<file path="config.mk">
export PLATFORM = sky130hd
export DESIGN_NAME = cache_request_controller
export DESIGN_NICKNAME = d
export VERILOG_FILES = /design/src/rtl/cache_request_controller.sv
export SDC_FILE = /design/constraint.sdc
export NUM_CORES = 1
export LEC_CHECK = 0
export ABC_AREA = 1
export ABC_CLOCK_PERIOD_IN_PS = 3550
export CAP_MARGIN = 20
export CORE_MARGIN = 5
export CORE_UTILIZATION = 40
export CTS_CLUSTER_SIZE = 16
export DETAILED_ROUTE_END_ITERATION = 6
export PLACE_DENSITY = 0.73
export REMOVE_ABC_BUFFERS = 1
export SYNTH_ARGS = -nofsm -noshare
export SYNTH_HDL_FRONTEND = slang
export SYNTH_SLANG_ARGS = --single-unit
</file>
<file path="constraint.sdc">
create_clock -name clock -period 3.55 [get_ports clock]
set_input_delay 0.355 -clock clock [delete_from_list [all_inputs] [get_ports clock]]
set_output_delay 0.355 -clock clock [all_outputs]
set_load 0.02 [all_outputs]
</file>
<file path="src/rtl/cache_request_controller.sv">
// cache_request_controller
//   Front-end sequencer for the 2-way, 4-set cache. Arbitrates two requesters
//   round-robin, issues one 9-bit cache instruction at a time, samples the
//   cache result, stalls for the writeback/refill penalty on a miss, and then
//   acknowledges the winning requester. Keeps saturating hit/miss/writeback
//   statistics.
//
// Ports
//   clock, reset_n            : clock; synchronous active-low reset
//   req0/req1, instr0/instr1  : requests and their {wr, index, tag, data} words
//   ack0/ack1                 : one-cycle completion pulses
//   rdata, resp_miss          : result of the acked request (valid with ack)
//   cache_req                 : one-cycle strobe qualifying cache_instruction
//   cache_instruction         : latched instruction of the granted requester
//   cache_miss/wback/data     : cache results, valid the cycle after cache_req
//   busy, mem_busy            : not-IDLE / in WRITEBACK or FILL
//   hit_count/miss_count/wb_count : saturating statistics
module cache_request_controller #(
   parameter int WB_CYCLES   = 4,
   parameter int FILL_CYCLES = 4,
   parameter int CNT_W       = 8
) (
   input  logic             clock,
   input  logic             reset_n,
   input  logic             req0,
   input  logic             req1,
   input  logic [8:0]       instr0,
   input  logic [8:0]       instr1,
   output logic             ack0,
   output logic             ack1,
   output logic [2:0]       rdata,
   output logic             resp_miss,
   output logic             cache_req,
   output logic [8:0]       cache_instruction,
   input  logic             cache_miss,
   input  logic             cache_wback,
   input  logic [2:0]       cache_data,
   output logic             busy,
   output logic             mem_busy,
   output logic [CNT_W-1:0] hit_count,
   output logic [CNT_W-1:0] miss_count,
   output logic [CNT_W-1:0] wb_count
);

   localparam int MAX_CYC = (WB_CYCLES > FILL_CYCLES) ? WB_CYCLES : FILL_CYCLES;
   localparam int DW      = (MAX_CYC > 1) ? $clog2(MAX_CYC) : 1;

   typedef enum logic [2:0] {
      S_IDLE,
      S_ISSUE,
      S_CHECK,
      S_WRITEBACK,
      S_FILL,
      S_RESPOND
   } state_t;

   state_t          state;
   state_t          state_next;
   logic [DW-1:0]   delay_cnt;
   logic            grant_id;
   logic            last_grant;
   logic            pick;
   logic [8:0]      instr_q;
   logic [2:0]      data_q;
   logic            miss_q;

   // The cache's wback output is stale on hit paths, so it only matters
   // together with a miss.
   logic dirty_miss;
   assign dirty_miss = cache_miss & cache_wback;

   // NOTE: every signal written here gets a default first so no latch is inferred.
   always_comb begin
      state_next = state;
      pick       = req1;
      if (req0 && req1) begin
         pick = ~last_grant;
      end
      case (state)
         S_IDLE:      if (req0 || req1) state_next = S_ISSUE;
         S_ISSUE:     state_next = S_CHECK;
         S_CHECK: begin
            if (dirty_miss)      state_next = S_WRITEBACK;
            else if (cache_miss) state_next = S_FILL;
            else                 state_next = S_RESPOND;
         end
         S_WRITEBACK: if (delay_cnt == '0) state_next = S_FILL;
         S_FILL:      if (delay_cnt == '0) state_next = S_RESPOND;
         S_RESPOND:   state_next = S_IDLE;
         default:     state_next = S_IDLE;
      endcase
   end

   assign cache_req         = (state == S_ISSUE);
   assign cache_instruction = instr_q;
   assign busy              = (state != S_IDLE);
   assign mem_busy          = (state == S_WRITEBACK) || (state == S_FILL);
   assign ack0              = (state == S_RESPOND) && !grant_id;
   assign ack1              = (state == S_RESPOND) && grant_id;
   assign rdata             = data_q;
   assign resp_miss         = miss_q && (state == S_RESPOND);

   // NOTE: sequential state uses non-blocking assignments so every register
   // sees the pre-edge values of the others.
   always_ff @(posedge clock) begin
      if (!reset_n) begin
         state      <= S_IDLE;
         delay_cnt  <= '0;
         grant_id   <= 1'b0;
         last_grant <= 1'b1;
         instr_q    <= 9'b0;
         data_q     <= 3'b000;
         miss_q     <= 1'b0;
         hit_count  <= '0;
         miss_count <= '0;
         wb_count   <= '0;
      end else begin
         state <= state_next;
         case (state)
            S_IDLE: begin
               if (req0 || req1) begin
                  grant_id   <= pick;
                  last_grant <= pick;
                  instr_q    <= pick ? instr1 : instr0;
               end
            end
            S_CHECK: begin
               data_q <= cache_data;
               miss_q <= cache_miss;
               // Preload the first penalty phase; WRITEBACK reloads for FILL.
               delay_cnt <= dirty_miss ? DW'(WB_CYCLES - 1) : DW'(FILL_CYCLES - 1);
               if (!cache_miss && hit_count != '1)  hit_count  <= hit_count + 1'b1;
               if (cache_miss && miss_count != '1)  miss_count <= miss_count + 1'b1;
               if (dirty_miss && wb_count != '1)    wb_count   <= wb_count + 1'b1;
            end
            S_WRITEBACK: begin
               if (delay_cnt == '0) delay_cnt <= DW'(FILL_CYCLES - 1);
               else                 delay_cnt <= delay_cnt - 1'b1;
            end
            S_FILL: begin
               if (delay_cnt != '0) delay_cnt <= delay_cnt - 1'b1;
            end
            default: ;
         endcase
      end
   end

endmodule

</file>
* Word-level counts from Yosys, hierarchy flattened
Index checks and enable logic that the tools add are counted.
** Storage, ports and cells
- Flip-flop bits (word level) :: 44
- Output and inout port bits :: 42
** Cells by class
- Add/sub/neg operators :: 4
- Equal/unequal tests :: 12
- Multiplexer cells :: 11
- Bitwise operators :: 2
- Reductions and logical operators :: 22
** Operators by type and width (number)
- adder 8 x 1 -> 8 bit, second input constant :: 3
- != test 8 bit, second input constant :: 3
- one-hot mux 3 bit (5 select lines) :: 1
- 2-to-1 mux 3 bit :: 4
- AND reduction 2 bit :: 5
- 2-to-1 mux 9 bit :: 1
- logical AND 1 bit :: 7
- equality test 3 x 2 -> 1 bit, second input constant :: 2
- equality test 3 bit, second input constant :: 2
- != test 2 bit, second input constant :: 3
- one-hot mux 2 bit (3 select lines) :: 1
- nonzero test 3 bit :: 2
- 2-to-1 mux 2 bit :: 2
- equality test 3 x 1 -> 1 bit, second input constant :: 1
- logical NOT 3 bit :: 1
- AND reduction 3 bit :: 1
- logical NOT 1 bit :: 2
- logical NOT 2 bit :: 1
- logical OR 1 bit :: 2
- 2-to-1 mux 1 bit :: 2
- != test 2 x 1 -> 1 bit, second input constant :: 1
- nonzero test 2 bit :: 1
- subtractor 2 x 1 -> 2 bit, second input constant :: 1
- AND 1 bit :: 1
- NOT 1 bit :: 1

* Depth between registers and ports, before layout
Gate-level depths: netlist of the first run.
- Word-level depth :: 3
- Mapped depth :: 9
- Mapped depth without buffers :: 9

* Worst setup path before layout of the first run
OpenSTA, ideal clock, no wires.
- Path type :: register -> register
- From :: register miss_count[1]
- To :: register miss_count[7]
- Setup time :: 113 ps
- Arrival :: 1342 ps
- Data required time :: 3437 ps
- Path slack :: 2095 ps
- Cell stages (with the launch flop) :: 9
- Buffers on the path :: 0
- Clock period less this slack :: 1455 ps
- Cells stage by stage :: dfxtp_1 > ha_1 > nand3_1 > inv_1 > nand2_1 > nand2_4 > nor2_1 > nor2_1 > nor2_1
** Between the ends
- Longest elaborated chain between the ends :: 3
- Elaborated cells on any way between the ends :: 4
- Those cells by class :: 1 x add/sub; 1 x eq/ne; 2 x reduce/logical
** Ends and longest elaborated chain
- start: declaration :: line 41 : output logic [CNT_W-1:0] miss_count,
- start signal: assignment :: line 133 : if (cache_miss && miss_count != '1) miss_count <= miss_count + 1'b1;
- parallel branches: the longest is 3 deep, another holds adder 8 x 1 -> 8 bit
Several ways; the timed one is not identified.
A chain may end at the register's enable or synchronous reset.

* Final worst setup path of the first run
- From :: register state[1]
- To :: output mem_busy
** Between the ends
- Longest elaborated chain between the ends :: 2
- Elaborated cells on any way between the ends :: 3
- Those cells by class :: 2 x eq/ne; 1 x reduce/logical
** Ends and longest elaborated chain
- start: declaration :: line 57 : state_t state;
- start signal: assignment :: line 118 : state <= state_next;
- equality test 3 x 2 -> 1 bit or equality test 3 bit (tied branches) :: line 97 : assign mem_busy = (state == S_WRITEBACK) || (state == S_FILL);
- logical OR 1 bit * :: line 97
- end: declaration :: line 39 : output logic mem_busy,
Every way passes the cells marked *; elsewhere a longest branch is shown, timed or not.

==> results of run 1 <==
[area by class of cell]
class                           count  area, um^2  share of cell area (%)
Multi-Input combinational cell    264        1251                   40.14
Tap cell                           72       90.09                   2.890
Sequential cell                    44       880.8                   28.26
Clock inverter                      1       5.005                  0.1606
Clock buffer                        6       72.57                   2.328
Inverter                           36       136.4                   4.376
Timing Repair Buffer               68       680.7                   21.84
[state kept, by name, summed over array words and instances (netlist names)]
register,flops
grant_id,1
wb_count,8
delay_cnt,2
hit_count,8
cache_instruction,9
miss_q,1
last_grant,1
rdata,3
miss_count,8
state,3
[cells by family (layout without fill, tap and decap cells)]
group / count (synthesis) / count (layout) / share of synthesized area [%]
AO/OA/AOI/OAI: 48 / 48 / 11.05
buffers and inverters: 43 / 111 / 7.741
adder cells (fa/ha/maj): 4 / 4 / 2.166
AND/OR/NAND/NOR: 206 / 206 / 38.66
flip-flops: 44 / 44 / 38.12
XOR/XNOR: 6 / 6 / 2.274
[power by group]
group / switching [mW] / internal, mW
combinational: 0.177 / 0.126
sequential: 0.0292 / 0.528
clock: 0.163 / 0.134
total: 0.370 / 0.788
[metrics by stage]
stage | setup slack [ps] | power (mW) | util [%] | instances
final | 1397 | 1.158 | 55.91 | 491
after global placement | 1269 | 0.8688 | 54.52 | 484
after floorplan | 2001 | 0.7431 | - | 344
after CTS | 1376 | 1.175 | 55.91 | 491
after detailed placement | 1191 | 0.8734 | 54.52 | 484
after global routing | 1160 | 1.236 | 55.91 | 491
[synth_stat cells, types with 2 or more instances]
cell type / number
nand2_1: 125
dfxtp_1: 44
nor2_1: 41
a21oi_1: 35
inv_1: 31
nand3_1: 23
o21ai_0: 8
nor3_1: 5
ha_1: 4
nand4_1: 4
xor2_1: 4
clkbuf_1: 3
inv_2: 3
buf_6: 2
nand2_4: 2
nor2_8: 2
xnor2_1: 2
[routing by layer]
layer	wire length (um)	up-vias	global-route usage [%]
met5	0	-	0
met4	56	0	5.612
met3	440	5	4.803
met2	2662	58	27.26
met1	2538	1063	19.00
li1	-	1249	-
[final timing paths]
kind         cells after the start                           endpoint                               from
max                              5                           mem_busy              state[1]$_SDFFE_PN0P_
min                              2  cache_instruction[2]$_SDFFE_PN0P_  cache_instruction[2]$_SDFFE_PN0P_
max reg2reg                      6  cache_instruction[7]$_SDFFE_PN0P_            last_grant$_SDFFE_PN1P_
min reg2reg                      2  cache_instruction[2]$_SDFFE_PN0P_  cache_instruction[2]$_SDFFE_PN0P_
[worst register-to-register path, stage by stage (launching register included)]
cell and delay [ps]:
dfxtp_1 330, a21oi_1 560, clkinv_1 430, nand2_1 140, nand2_1 60, nand2_1 50, a21oi_1 60
==> impl_metrics.json, run 1 <==
{
  "postCtsSetupBuffers": 0,
  "syn_inst": 351,
  "netlist_top_cells_area": "dfxtp_1, nand2_1, a21oi_1",
  "synth_top_area_share_pct": 38.12,
  "yosysWarnings": 0,
  "grt_overflow_total": 0,
  "cts_buffers": 5,
  "placed_cell_area_um2": 3039,
  "path_clk_slew_ps": 80,
  "antenna_cells": 0,
  "ant_nets": 0,
  "setup_tns_ps": 0,
  "cpLargestDelayFamily": "buffers and inverters",
  "core_area_um2": 5574,
  "portBuffers": 68,
  "grt_usage_pct": 16.01,
  "cp-start-kind": "flop",
  "ios": 69,
  "syn_to_final_growth_pct": 34.87,
  "tightest_slew_ps": 714.5,
  "slew-limit-headroom_pct": 52.36,
  "cts_htree_levels": 2,
  "fp.dieH_um": 86.01,
  "clk-insertion-delay-late_ps": 290,
  "finalInstanceArea_um2": 3117,
  "min_period_ps": 2153,
  "yosysTopAreaCell": "dfxtp_1",
  "initial_core_util_pct": 41.46,
  "cts_tree": "yes",
  "crit_path_end_kind": "primary output",
  "grt_pass1_vias": 2311,
  "dp_hpwl_um": 4359,
  "path_max_fanout": 4,
  "drc": 0,
  "layout_commonest_cell": "nand2_1",
  "grt_setup_unrepaired": "no",
  "synth_seq_cells": 44,
  "hold_slack_ps": 469.4,
  "drive_gt1_share_pct": 4.296,
  "hold_path_class": "flop to flop",
  "root_buffer": "clkbuf_8",
  "required_ps": 3190,
  "via_per_inst": 4.837,
  "hold_violations": 0,
  "crit_top_cell": "nand2_1",
  "clock_sinks": 44,
  "fin_skew_ps": 4.198,
  "grt_max_degree": 29,
  "routabilityCongestion": 0.8072,
  "die_x_um": 86.01,
  "drt_first_iter_violations": 61,
  "synth_edf_count": 0,
  "ys_seq_area_share_pct": 38.12,
  "crit_arrival_ps": 1800,
  "power.density_nw_per_um2": 371.4,
  "critPathMaxStageDelay_ps": 630,
  "outcome": "finished clean",
  "power_leakage_nw": 1.237,
  "critPathKind": "flop to primary output",
  "setup_violations": 0,
  "most-common-layout-cells": "nand2_1, clkdlybuf4s50_1, dfxtp_1, nor2_1, a21oi_1",
  "postCtsResizedCells": 0,
  "clock.fmax_ghz": 0.4644,
  "syn_avg_cell_area_um2": 6.584,
  "fin_crit_sh_pct": 60.66,
  "ir_drop_v": 0.0001795,
  "dieArea_um2": 7398,
  "postCtsHoldBufs": 0,
  "async_flop_share_pct": 0,
  "drt_wl_total_um": 5698,
  "path_buf_inv": 2,
  "vias": 2375,
  "grt_pass1_wl_um": 9894,
  "rows": 27,
  "r2r_slack_ps": 1780,
  "wl_per_cell_um": 11.60,
  "slowest_stage": "clkdlybuf4s50_1",
  "fin_nets": 450,
  "n_fill_cell": 553,
  "netlist_area_um2": 2311,
  "cts.path.max_buffers": 2,
  "drv_cap": 0,
  "yosys_most_used_dff": "dfxtp_1",
  "path_cells": "inv_1, nor2_1, nand2_1, nand2_1, clkdlybuf4s50_1",
  "final_max_slew_viol_count": 0,
  "synth.distinct_cells": 30,
  "antenna_found_initial": 0,
  "first_pass_iters": 4
}
No activity file was read; power rests on OpenSTA's default activity.
==> run 2, diff against run 1 <==
ABC_CLOCK_PERIOD_IN_PS = 2200   (was 3550)
clock period = 2.2 ns   (was 3.55 ns; I/O delays follow)
==> run 2 against run 1 <==
Effect of this change:
- combinational power rose by 63%
- largest power group unchanged
- critical path type unchanged
- flip-flop and latch count did not move
- sequential share of layout area fell by 0.31 points
- cell count rose by 0.81%
- clock skew rose by 1.1 ps
==> impl_metrics.json, run 2 (synthesized netlist as in run 1, its figures left out) <==
{
  "r2r_slack_ps": 700,
  "first_pass_iters": 4,
  "postCtsHoldBufs": 0,
  "portBuffers": 68,
  "wl_per_cell_um": 11.05,
  "dieArea_um2": 7398,
  "tightest_slew_ps": 499.9,
  "via_per_inst": 4.764,
  "clk-insertion-delay-late_ps": 280,
  "initial_core_util_pct": 41.46,
  "critPathCapture": "mem_busy",
  "grt_pass1_vias": 2217,
  "instances_no_fill": 495,
  "finalInstanceArea_um2": 3152,
  "clock_sinks": 44,
  "ios": 69,
  "crit_path_end_kind": "primary output",
  "postCtsResizedCells": 0,
  "layout_commonest_cell": "nand2_1",
  "vias": 2358,
  "worstRegToRegCells": 8,
  "postCtsSetupBuffers": 0,
  "min_period_ps": 1960,
  "drv_cap": 0,
  "final_max_slew_viol_count": 0,
  "ff_latch_area_um2": 880.8,
  "cts_htree_levels": 2,
  "setup_violations": 0,
  "drive_gt1_share_pct": 4.965,
  "r2r_end": "miss_count[7]$_SDFFE_PN0P_",
  "power_leakage_nw": 1.256,
  "r2r-start": "miss_count[0]$_SDFFE_PN0P_",
  "cts_tree": "yes",
  "crit_arrival_ps": 1740,
  "critPathKind": "flop to primary output",
  "cts.path.max_buffers": 2,
  "finalWorstSetupSlack_ps": 239.9,
  "slew-limit-headroom_pct": 66.63,
  "die_x_um": 86.01,
  "fp.dieH_um": 86.01,
  "setup_tns_ps": 0,
  "grt_pass1_wl_um": 9480,
  "dp.cells": 487,
  "required_ps": 1980,
  "grt_use_met3_pct": 5.476,
  "syn_to_final_growth_pct": 36.38,
  "placed_cell_area_um2": 3062,
  "grt_setup_unrepaired": "no",
  "ir_drop_v": 0.0003382,
  "n_fill_cell": 561,
  "fin_skew_ps": 5.333,
  "antenna_found_initial": 0,
  "largest_reg_flops": 9,
  "cp-start-kind": "flop",
  "dp_hpwl_um": 4174,
  "rows": 27,
  "grt_use_met2_pct": 26.63,
  "antenna_cells": 0,
  "core_area_um2": 5574,
  "ant_nets": 0,
  "outcome": "finished clean",
  "routabilityCongestion": 0.8296,
  "cts_buffers": 5,
  "fin_crit_sh_pct": 89.10,
  "path_max_fanout": 4,
  "multi_input_area_um2": 1251,
  "path_clk_slew_ps": 70,
  "fin_nets": 453,
  "crit_path_start": "state[1]$_SDFFE_PN0P_",
  "hold_violations": 0,
  "grt_usage_pct": 15.27,
  "grt_overflow_total": 0,
  "drt_first_iter_violations": 70,
  "clock.fmax_ghz": 0.5102,
  "drt_wl_total_um": 5471,
  "power.density_nw_per_um2": 605.2,
  "gr-usage-met1_pct": 18.17,
  "drc": 0,
  "most-common-layout-cells": "nand2_1, clkdlybuf4s50_1, dfxtp_1, nor2_1, a21oi_1",
  "top_usage_layer": "met2",
  "root_buffer": "clkbuf_8",
  "power_mw": 1.908,
  "dpl_worst_slack_ps": 548.7,
  "hold_path_class": "flop to flop",
  "grt_max_degree": 29
}
[run 2: changes by cell type in the layout (fill, tap and decap cells not counted), sizes merged]
| cell | change |
|---|---|
| clkbuf | +2 |
| buf | +3 |
| clkinv | -1 |
[run 2: power breakdown]
group          switching (mW)  leakage, nW  total, mW  internal (mW)
Combinational           0.284        0.854      0.497          0.213
Clock                   0.257       0.0455      0.514          0.256
Sequential             0.0455        0.357      0.897          0.852
[run 2: final cells by class]
class | instances | area share [%]
Multi-Input combinational cell | 264 | 39.70
Timing Repair Buffer | 71 | 22.31
Inverter | 36 | 4.327
Sequential cell | 44 | 27.95
Tap cell | 72 | 2.858
Clock buffer | 8 | 2.858
[run 2: critical path, cell delays in order (launching register included)]
cell and delay, ps:
dfxtp_1 420, inv_1 110, nor2_1 90, nand2_1 90, nand2_1 130, clkdlybuf4s50_1 620
[run 2: worst min-delay path by stage]
| stage | startpoint | endpoint | slack, ps | depth (start not counted) |
|---|---|---|---|---|
| finish | cache_instruction[5]$_SDFFE_PN0P_ | cache_instruction[5]$_SDFFE_PN0P_ | 460 | 2 |
| global route | rdata[0]$_SDFFE_PN0N_ | rdata[0]$_SDFFE_PN0N_ | 490 | 2 |
| CTS | cache_instruction[5]$_SDFFE_PN0P_ | cache_instruction[5]$_SDFFE_PN0P_ | 470 | 2 |
| detailed placement | cache_instruction[5]$_SDFFE_PN0P_ | cache_instruction[5]$_SDFFE_PN0P_ | 450 | 2 |
| global placement | last_grant$_SDFFE_PN1P_ | last_grant$_SDFFE_PN1P_ | 450 | 2 |
| floorplan | reset_n | last_grant$_SDFFE_PN1P_ | 300 | 1 |
[run 2: per-layer routing]
layer | wire [um] | share of wire [%]
met5 | 0 | 0
met3 | 481 | 8.8
met2 | 2500 | 46
met1 | 2472 | 45
met4 | 15 | 0.27
[run 2: per-stage QoR]
stage               utilization [%]  hold WS [ps]
global placement              54.93         450.1
finish                        56.54         464.7
global route                  56.54         486.1
CTS                           56.54         465.5
detailed placement            54.93         453.2
floorplan                         -         304.6
